**src/rtl/mult_sequencer_if.sv**
```systemverilog
// Client and datapath-control bundle for the shared multiplier sequencer.
// The slave side is the sequencer; the master side is clients plus the datapath.
interface mult_sequencer_if #(
  parameter int WIDTH = 8
);
  logic [1:0]              req_i;
  logic [1:0][WIDTH-1:0]   opS_i;
  logic [1:0][WIDTH-1:0]   opB_i;
  logic                    M_i;
  logic [2*WIDTH-1:0]      AB_i;
  logic [WIDTH-1:0]        S_o;
  logic [WIDTH-1:0]        Bdata_o;
  logic                    LoadB_o;
  logic                    ClearA_o;
  logic                    LoadA_o;
  logic                    Fn_o;
  logic                    Shift_o;
  logic [1:0]              gnt_o;
  logic [1:0]              done_o;
  logic [2*WIDTH-1:0]      result_o;
  logic                    busy_o;

  modport slave (
    input  req_i, opS_i, opB_i, M_i, AB_i,
    output S_o, Bdata_o, LoadB_o, ClearA_o, LoadA_o, Fn_o, Shift_o,
           gnt_o, done_o, result_o, busy_o
  );

  modport master (
    output req_i, opS_i, opB_i, M_i, AB_i,
    input  S_o, Bdata_o, LoadB_o, ClearA_o, LoadA_o, Fn_o, Shift_o,
           gnt_o, done_o, result_o, busy_o
  );
endinterface

```
**src/rtl/mult_sequencer.sv**
```systemverilog
// Round-robin two-port arbiter and add-shift sequencer for the shared signed multiplier.
// done_o pulses 2*WIDTH+3 cycles after a request is sampled in IDLE; req_i is ignored while busy.
module mult_sequencer #(
  parameter int WIDTH = 8
) (
  input  logic            Clk,
  input  logic            Reset_n,
  mult_sequencer_if.slave bus
);
  localparam int            CW   = $clog2(WIDTH + 1);
  localparam logic [CW-1:0] LAST = CW'(WIDTH - 1);

  typedef enum logic [2:0] {IDLE, LOAD, ADD, SHIFT, CAPT, DONE} state_t;

  state_t             state;
  logic [CW-1:0]      count;
  logic [CW-1:0]      count_nxt;
  logic               sel;
  logic               last_served;
  logic               win;
  logic               loadb;
  logic               cleara;
  logic               fn;
  logic               shift;
  logic               busy;
  logic [1:0]         gnt;
  logic [1:0]         done;
  logic [2*WIDTH-1:0] result;

  // On a tie the port that was not served last wins.
  assign win       = (bus.req_i == 2'b11) ? ~last_served : bus.req_i[1];
  assign count_nxt = count + CW'(1);

  always_ff @(posedge Clk or negedge Reset_n) begin
    if (!Reset_n) begin
      state       <= IDLE;
      count       <= '0;
      sel         <= 1'b0;
      last_served <= 1'b1;
      result      <= '0;
      gnt         <= 2'b00;
      done        <= 2'b00;
      busy        <= 1'b0;
      loadb       <= 1'b0;
      cleara      <= 1'b0;
      fn          <= 1'b0;
      shift       <= 1'b0;
    end else begin
      done   <= 2'b00;
      loadb  <= 1'b0;
      cleara <= 1'b0;
      fn     <= 1'b0;
      shift  <= 1'b0;
      case (state)
        IDLE: begin
          if (|bus.req_i) begin
            sel    <= win;
            gnt    <= win ? 2'b10 : 2'b01;
            busy   <= 1'b1;
            loadb  <= 1'b1;
            cleara <= 1'b1;
            state  <= LOAD;
          end
        end
        LOAD: begin
          count       <= '0;
          last_served <= sel;
          fn          <= (LAST == '0);
          state       <= ADD;
        end
        ADD: begin
          shift <= 1'b1;
          state <= SHIFT;
        end
        SHIFT: begin
          count <= count_nxt;
          if (count == LAST) begin
            state <= CAPT;
          end else begin
            fn    <= (count_nxt == LAST);
            state <= ADD;
          end
        end
        CAPT: begin
          result <= bus.AB_i;
          done   <= sel ? 2'b10 : 2'b01;
          state  <= DONE;
        end
        DONE: begin
          gnt   <= 2'b00;
          busy  <= 1'b0;
          state <= IDLE;
        end
        default: state <= IDLE;
      endcase
    end
  end

  // Add-enable follows the live multiplier LSB, so it cannot be registered.
  assign bus.LoadA_o  = (state == ADD) & bus.M_i;
  assign bus.LoadB_o  = loadb;
  assign bus.ClearA_o = cleara;
  assign bus.Fn_o     = fn;
  assign bus.Shift_o  = shift;
  assign bus.gnt_o    = gnt;
  assign bus.done_o   = done;
  assign bus.busy_o   = busy;
  assign bus.result_o = result;
  assign bus.S_o      = (|gnt) ? bus.opS_i[sel] : bus.opS_i[0];
  assign bus.Bdata_o  = (|gnt) ? bus.opB_i[sel] : bus.opB_i[0];
endmodule

```
**src/flat_wrapper.sv**
```systemverilog
// flat-port wrapper written by rule: the top's interface ports become plain ports
module mult_sequencer_flat 
#(
  parameter int WIDTH = 8
)
  (Clk, Reset_n, bus_req_i, bus_opS_i, bus_opB_i, bus_M_i, bus_AB_i, bus_S_o, bus_Bdata_o, bus_LoadB_o, bus_ClearA_o, bus_LoadA_o, bus_Fn_o, bus_Shift_o, bus_gnt_o, bus_done_o, bus_result_o, bus_busy_o);
  mult_sequencer_if #(.WIDTH(WIDTH)) bus_i ();
  input  logic Clk;
  input  logic Reset_n;
  input wire logic [$bits(bus_i.req_i)-1:0] bus_req_i;
  input wire logic [$bits(bus_i.opS_i)-1:0] bus_opS_i;
  input wire logic [$bits(bus_i.opB_i)-1:0] bus_opB_i;
  input wire logic [$bits(bus_i.M_i)-1:0] bus_M_i;
  input wire logic [$bits(bus_i.AB_i)-1:0] bus_AB_i;
  output wire logic [$bits(bus_i.S_o)-1:0] bus_S_o;
  output wire logic [$bits(bus_i.Bdata_o)-1:0] bus_Bdata_o;
  output wire logic [$bits(bus_i.LoadB_o)-1:0] bus_LoadB_o;
  output wire logic [$bits(bus_i.ClearA_o)-1:0] bus_ClearA_o;
  output wire logic [$bits(bus_i.LoadA_o)-1:0] bus_LoadA_o;
  output wire logic [$bits(bus_i.Fn_o)-1:0] bus_Fn_o;
  output wire logic [$bits(bus_i.Shift_o)-1:0] bus_Shift_o;
  output wire logic [$bits(bus_i.gnt_o)-1:0] bus_gnt_o;
  output wire logic [$bits(bus_i.done_o)-1:0] bus_done_o;
  output wire logic [$bits(bus_i.result_o)-1:0] bus_result_o;
  output wire logic [$bits(bus_i.busy_o)-1:0] bus_busy_o;
  assign bus_i.req_i = bus_req_i;
  assign bus_i.opS_i = bus_opS_i;
  assign bus_i.opB_i = bus_opB_i;
  assign bus_i.M_i = bus_M_i;
  assign bus_i.AB_i = bus_AB_i;
  assign bus_S_o = bus_i.S_o;
  assign bus_Bdata_o = bus_i.Bdata_o;
  assign bus_LoadB_o = bus_i.LoadB_o;
  assign bus_ClearA_o = bus_i.ClearA_o;
  assign bus_LoadA_o = bus_i.LoadA_o;
  assign bus_Fn_o = bus_i.Fn_o;
  assign bus_Shift_o = bus_i.Shift_o;
  assign bus_gnt_o = bus_i.gnt_o;
  assign bus_done_o = bus_i.done_o;
  assign bus_result_o = bus_i.result_o;
  assign bus_busy_o = bus_i.busy_o;
  mult_sequencer #(.WIDTH(WIDTH)) u_core (.Clk(Clk), .Reset_n(Reset_n), .bus(bus_i));
endmodule
```
**config.mk**
```make
export PLATFORM = sky130hd
export DESIGN_NAME = mult_sequencer_flat
export DESIGN_NICKNAME = d
export VERILOG_FILES = /design/src/rtl/mult_sequencer_if.sv /design/src/rtl/mult_sequencer.sv /design/src/flat_wrapper.sv
export SDC_FILE = /design/constraint.sdc
export NUM_CORES = 1
export LEC_CHECK = 0
export BUFFER_PORTS_ARGS = -buffer_cell sky130_fd_sc_hd__buf_2
export CELL_PAD_IN_SITES_DETAIL_PLACEMENT = 1
export CELL_PAD_IN_SITES_GLOBAL_PLACEMENT = 1
export CORE_UTILIZATION = 30
export CTS_BUF_LIST = sky130_fd_sc_hd__clkbuf_4
export DETAILED_ROUTE_END_ITERATION = 16
export HOLD_SLACK_MARGIN = 0.12
export PLACE_DENSITY = 0.78
export SETUP_SLACK_MARGIN = 0.2
export SKIP_LAST_GASP = 1
export SLEW_MARGIN = 20
export SYNTH_ARGS = -nofsm -noshare
export SYNTH_HDL_FRONTEND = slang
export SYNTH_SLANG_ARGS = --single-unit
```
**constraint.sdc**
```tcl
create_clock -name Clk -period 1.7 [get_ports Clk]
set_clock_uncertainty 0.15 [all_clocks]
set_input_delay 0.34 -clock Clk [delete_from_list [all_inputs] [get_ports Clk]]
set_output_delay 0.34 -clock Clk [all_outputs]
set_load 0.1 [all_outputs]
```
# Yosys cells after proc, flatten, opt, wreduce, memory -nomap -nowiden
# Index checks and enable logic that the tools add are counted.
classes:
  n_addsub: 1
  n_reduce_logical: 7
  multipliers: 0
  mux: 23
  n_eq_ne: 9
  div_mod_pow: 0
  order_cmp: 1
  n_shift: 0
  bitwise_logic: 2
op_table:
  columns: ["op", "count"]
  rows:
  - ["$mux W8", 6]
  - ["$pmux W3 S5", 1]
  - ["$eq A4 B3 Y1 const B", 2]
  - ["$mux W2", 4]
  - ["$pmux W4 S2", 1]
  - ["$mux W1", 7]
  - ["$eq A3 B2 Y1 const B", 2]
  - ["$eq A3 B3 Y1 const B", 2]
  - ["$mux W3", 2]
  - ["$add A4 B1 Y4 const B", 1]
  - ["$pmux W2 S2", 1]
  - ["$reduce_and A2 Y1", 2]
  - ["$reduce_bool A2 Y1", 2]
  - ["$reduce_or A2 Y1", 2]
  - ["$eq A3 B1 Y1 const B", 1]
  - ["$logic_not A3 Y1", 1]
  - ["$eq A2 B2 Y1 const B", 1]
  - ["$lt A1 B2 Y1 const B", 1]
  - ["$ne A2 B1 Y1 const B", 1]
  - ["$pmux W1 S2", 1]
  - ["$and A1 B1 Y1", 1]
  - ["$not A1 Y1", 1]
totals:
  ram_bits: 0
  latch_bits: 0
  register_bits: 33
  rom_bits: 0
  output_inout_bits: 42
  n_memories: 0

# Depth between registers and ports, before layout
depth:
  depth_word: 5
  depth_mapped: 5
  ltp_nobuf: 4

# Worst setup path before layout
# No wires, ideal clock.
synth_path:
  path_kind: "flip-flop to output port"
  startpoint: "register u_core.gnt[1], in the netlist u_core.bus.gnt_o[1]"
  endpoint: "output port bus_Bdata_o[4]"
  path_stages_with_launch: 4
  t_arrival_ps: 2006
  path_buffers: 1
  setup_slack_ps: -796
  path_cell_list: "dfrtp_1 > o21ai_2 > buf_2 > mux2_2"
synth_between:
  elab_chain_cells: 2
synth_rtl:
  columns: ["item", "line_no", "rtl"]
  rows:
  - ["start, declared", "mult_sequencer.sv:26", "logic [1:0] gnt;"]
  - ["start signal, assigned", "mult_sequencer.sv:58", "gnt <= win ? 2'b10 : 2'b01;"]
  - ["$reduce_or A2 Y1", "mult_sequencer.sv:110", "assign bus.Bdata_o = (|gnt) ? bus.opB_i[sel] : bus.opB_i[0];"]
  - ["$mux W8", "mult_sequencer.sv:110", null]
  - ["end, declared", "flat_wrapper.sv:16", "output wire logic [$bits(bus_i.Bdata_o)-1:0] bus_Bdata_o;"]
# No other way between the ends.

# Worst setup path after layout
layout_path:
  startpoint: "register u_core.gnt[0], in the netlist u_core.bus.gnt_o[0]"
  endpoint: "output port bus_S_o[5]"
layout_between:
  elab_chain_cells: 2
layout_rtl:
  columns: ["item", "line_no", "rtl"]
  rows:
  - ["$reduce_or A2 Y1", "mult_sequencer.sv:109", "assign bus.S_o = (|gnt) ? bus.opS_i[sel] : bus.opS_i[0];"]
  - ["$mux W8", "mult_sequencer.sv:109", null]
  - ["end, declared", "flat_wrapper.sv:15", "output wire logic [$bits(bus_i.S_o)-1:0] bus_S_o;"]
# No other way between the ends.

==> out/qor.txt <==
status: complete, but fails checks
failing checks: setup timing
FF-to-FF setup slack: -0.08 ns
Hold Crit Class: input port to flip-flop
RSZ-0062 raised after global routing: yes
Worst Setup End Kind: output port
R2R depth: 8
Critical Path RT: 1.21 ns
max-slew violations: 0
WP data arrival: 1.85 ns
Clk pin slew, worst setup/hold paths: 0.13 ns
type of origin of the critical path: flip-flop
max cap viols: 0
Total GRT Usage: 26.0%
Cell Rows: 25
hpwl dp: 3.68 mm
Mapped Area: 1570 um^2
CTS Buffer Depth: 2
Global Route met3 Usage: 7.18%
global-route wire length before repair: 10.3 mm
dominant cell type by area after synthesis: dfrtp_1
dpl cells: 288
critical-path cell list: o21ai_4, buf_6, buf_16, mux2_4, buf_12
Async SR Flop Fraction: 100%
met2 Use GR: 46.1%
Unique masters post-synth: 34
Via density: 4.95
Syn Inst Count: 122
Yosys warning count: 0
Slew @ Worst Pin: 0.615 ns
CTS Sinks: 33
Max Clk Rate: 428 MHz
setup slack after layout: -0.638 ns
Via Count: 1703
routability congestion estimate: 0.682
total power: 6190 uW
wire per inst: 26.2 um
Post-synth top cells: dfrtp_1, mux2_2, nand2_1, o21ai_0, nand3_1
Initial Util: 32.2%
Initial DRT Pass Iterations: 4
Primary FF master, synth: dfrtp_1
CTS tree: built
Final ANT Viol Nets: 0
H-tree depth: 2
CP max FO: 5
worst r2r src: u_core.state[2]$_DFFE_PN0P_
post-synth top area share: 50.9%
Worst Setup SP: u_core.bus.gnt_o[0]$_DFFE_PN0P_
EDFF count, synth: 0
M1 GR Usage: 29.4%
initial antenna violation count: 0
largest net degree at the start of global routing: 28
Crit-path slowest cell: dfrtp_4
Setup-failing EPs final: 36
area grow syn2layout: 120%
pwr dens: 1790 nW/um^2
Finished Layout Cells: 344
port buffer count: 94
final wirelength: 9.02 mm
Max IR drop VDD: 1.43 mV
chip height: 74.4 um
critical path class: flip-flop to output port
DRC viols: 0
post-synthesis net count: 177
Congestion Overflow GR: 0
total core area: 4880 um^2
Post-DP Area: 2450 um^2
Worst-Skew Late Latency: 0.35 ns
Crit path largest cell delay: 0.52 ns
fin crit share: 138%
CTS root buf: clkbuf_4
min-delay src: bus_req_i[1]
grt peak-use layer: met2
Die X: 74.4 um
Fin. Hold Viols: 0
design area: 3460 um^2
Iter 0 DRT Violations: 61
Yosys reg bits: 33
Ports: 95
ANT cells: 0
vias in the first global route: 1815
worst hold stages: 3
register area share after synthesis: 52.6%
mean post-synth cell area: 12.9 um^2
Die ar.: 5540 um^2
Final nets: 331
Leakage: 0.00173 uW
r2r endpoint: u_core.bus.result_o[2]$_DFFE_PN0N_
post-route minimum period: 2.34 ns
final core occ: 70.8%
share of cells above drive strength 1: 72.6%
Hold Path End: u_core.bus.gnt_o[1]$_DFFE_PN0P_
Slew headroom: 59.0%
Num CTS Buffers: 5
largest cells by area after synthesis: dfrtp_1, mux2_2, o21ai_0
per-stage QoR:
step | hold WS (ns) | TNS (ns) | setup WS, ns
6_report | 0.198 | -11.03 | -0.638
5_1_grt | 0.235 | -12.40 | -0.679
4_1_cts | 0.207 | -8.73 | -0.578
3_5_place_dp | 0.242 | -3.58 | -0.241
3_3_place_gp | 0.230 | -3.39 | -0.217
2_1_floorplan | -0.106 | -4.86 | -0.327
timing repair:
action                                 4_1_cts  5_1_grt
pin swaps                                    1        9
setup endpoints to repair                   59       70
buffers inserted                            16       12
hold buffers                                17        0
cloned                                       3        0
resized for setup                           81       63
endpoints found under the hold margin       40        0
routing by layer:
layer / wire, um / up-vias
met5: 0 / -
met4: 278 / 0
met3: 592 / 22
met2: 4720 / 94
met1: 3420 / 843
li1: - / 744
cell families after synthesis:
| kind of cell | Yosys count | share of synthesized area, % |
|---|---|---|
| flops | 33 | 52.6 |
| xor+xnor | 1 | 0.557 |
| fa+ha+maj | 2 | 1.59 |
| mux | 32 | 22.9 |
| simple gates | 29 | 11.5 |
| buf+inv | 10 | 4.22 |
| compound gates | 15 | 6.60 |
where the power goes:
group	total (uW)	switching, uW	internal [uW]	leakage [uW]
sequential	1210	216	995	0.000383
combinational	4520	2700	1810	0.00132
clock	457	307	150	0.0000300
worst max path at each step:
stage                           endpoint  slack, ns  depth (start not counted)
final                         bus_S_o[5]      -0.64                          5
after global routing          bus_S_o[7]      -0.68                          5
after CTS                 bus_Bdata_o[4]      -0.58                          5
after detailed placement      bus_S_o[0]      -0.24                          4
after global placement    bus_Bdata_o[4]      -0.22                          4
after floorplan           bus_Bdata_o[4]      -0.33                          3
critical path, delay by kind of cell, from the launching register on:
family	cells	cell delay (ns)
AO/OA/AOI/OAI	1	0.20
buffers and inverters	3	0.44
multiplexers	1	0.32
flip-flops	1	0.52
placed cells by master (no fill, tap or decap), types with 3 or more instances in the layout:
cell type,Yosys,layout
nand2b_1,3,3
dlygate4sd3_1,0,17
mux2_4,0,32
buf_12,0,24
buf_2,2,52
buf_16,0,3
o21ai_1,0,5
nand2_1,6,5
clkbuf_4,0,5
dfrtp_1,32,27
dfrtp_4,0,3
buf_4,3,20
buf_6,2,36
flip-flops by register name (all words and copies together) (netlist names):
register / flops
u_core.bus.Shift_o: 1
u_core.bus.LoadB_o: 1
u_core.sel: 1
u_core.bus.result_o: 16
u_core.bus.done_o: 2
u_core.count: 4
u_core.last_served: 1
u_core.bus.busy_o: 1
u_core.bus.Fn_o: 1
u_core.bus.gnt_o: 2
u_core.state: 3
layout make-up:
| cell class | count | area (um^2) |
|---|---|---|
| repair buffers | 154 | 1580 |
| fillers | 463 | 1420 |
| multi-input cells | 79 | 890 |
| flip-flops and latches | 33 | 841 |
| well taps | 67 | 83.8 |
| clock buffers | 5 | 37.5 |
| inverters | 3 | 13.8 |
| clock inverters | 3 | 12.5 |
(Power assumes the default switching activity.)
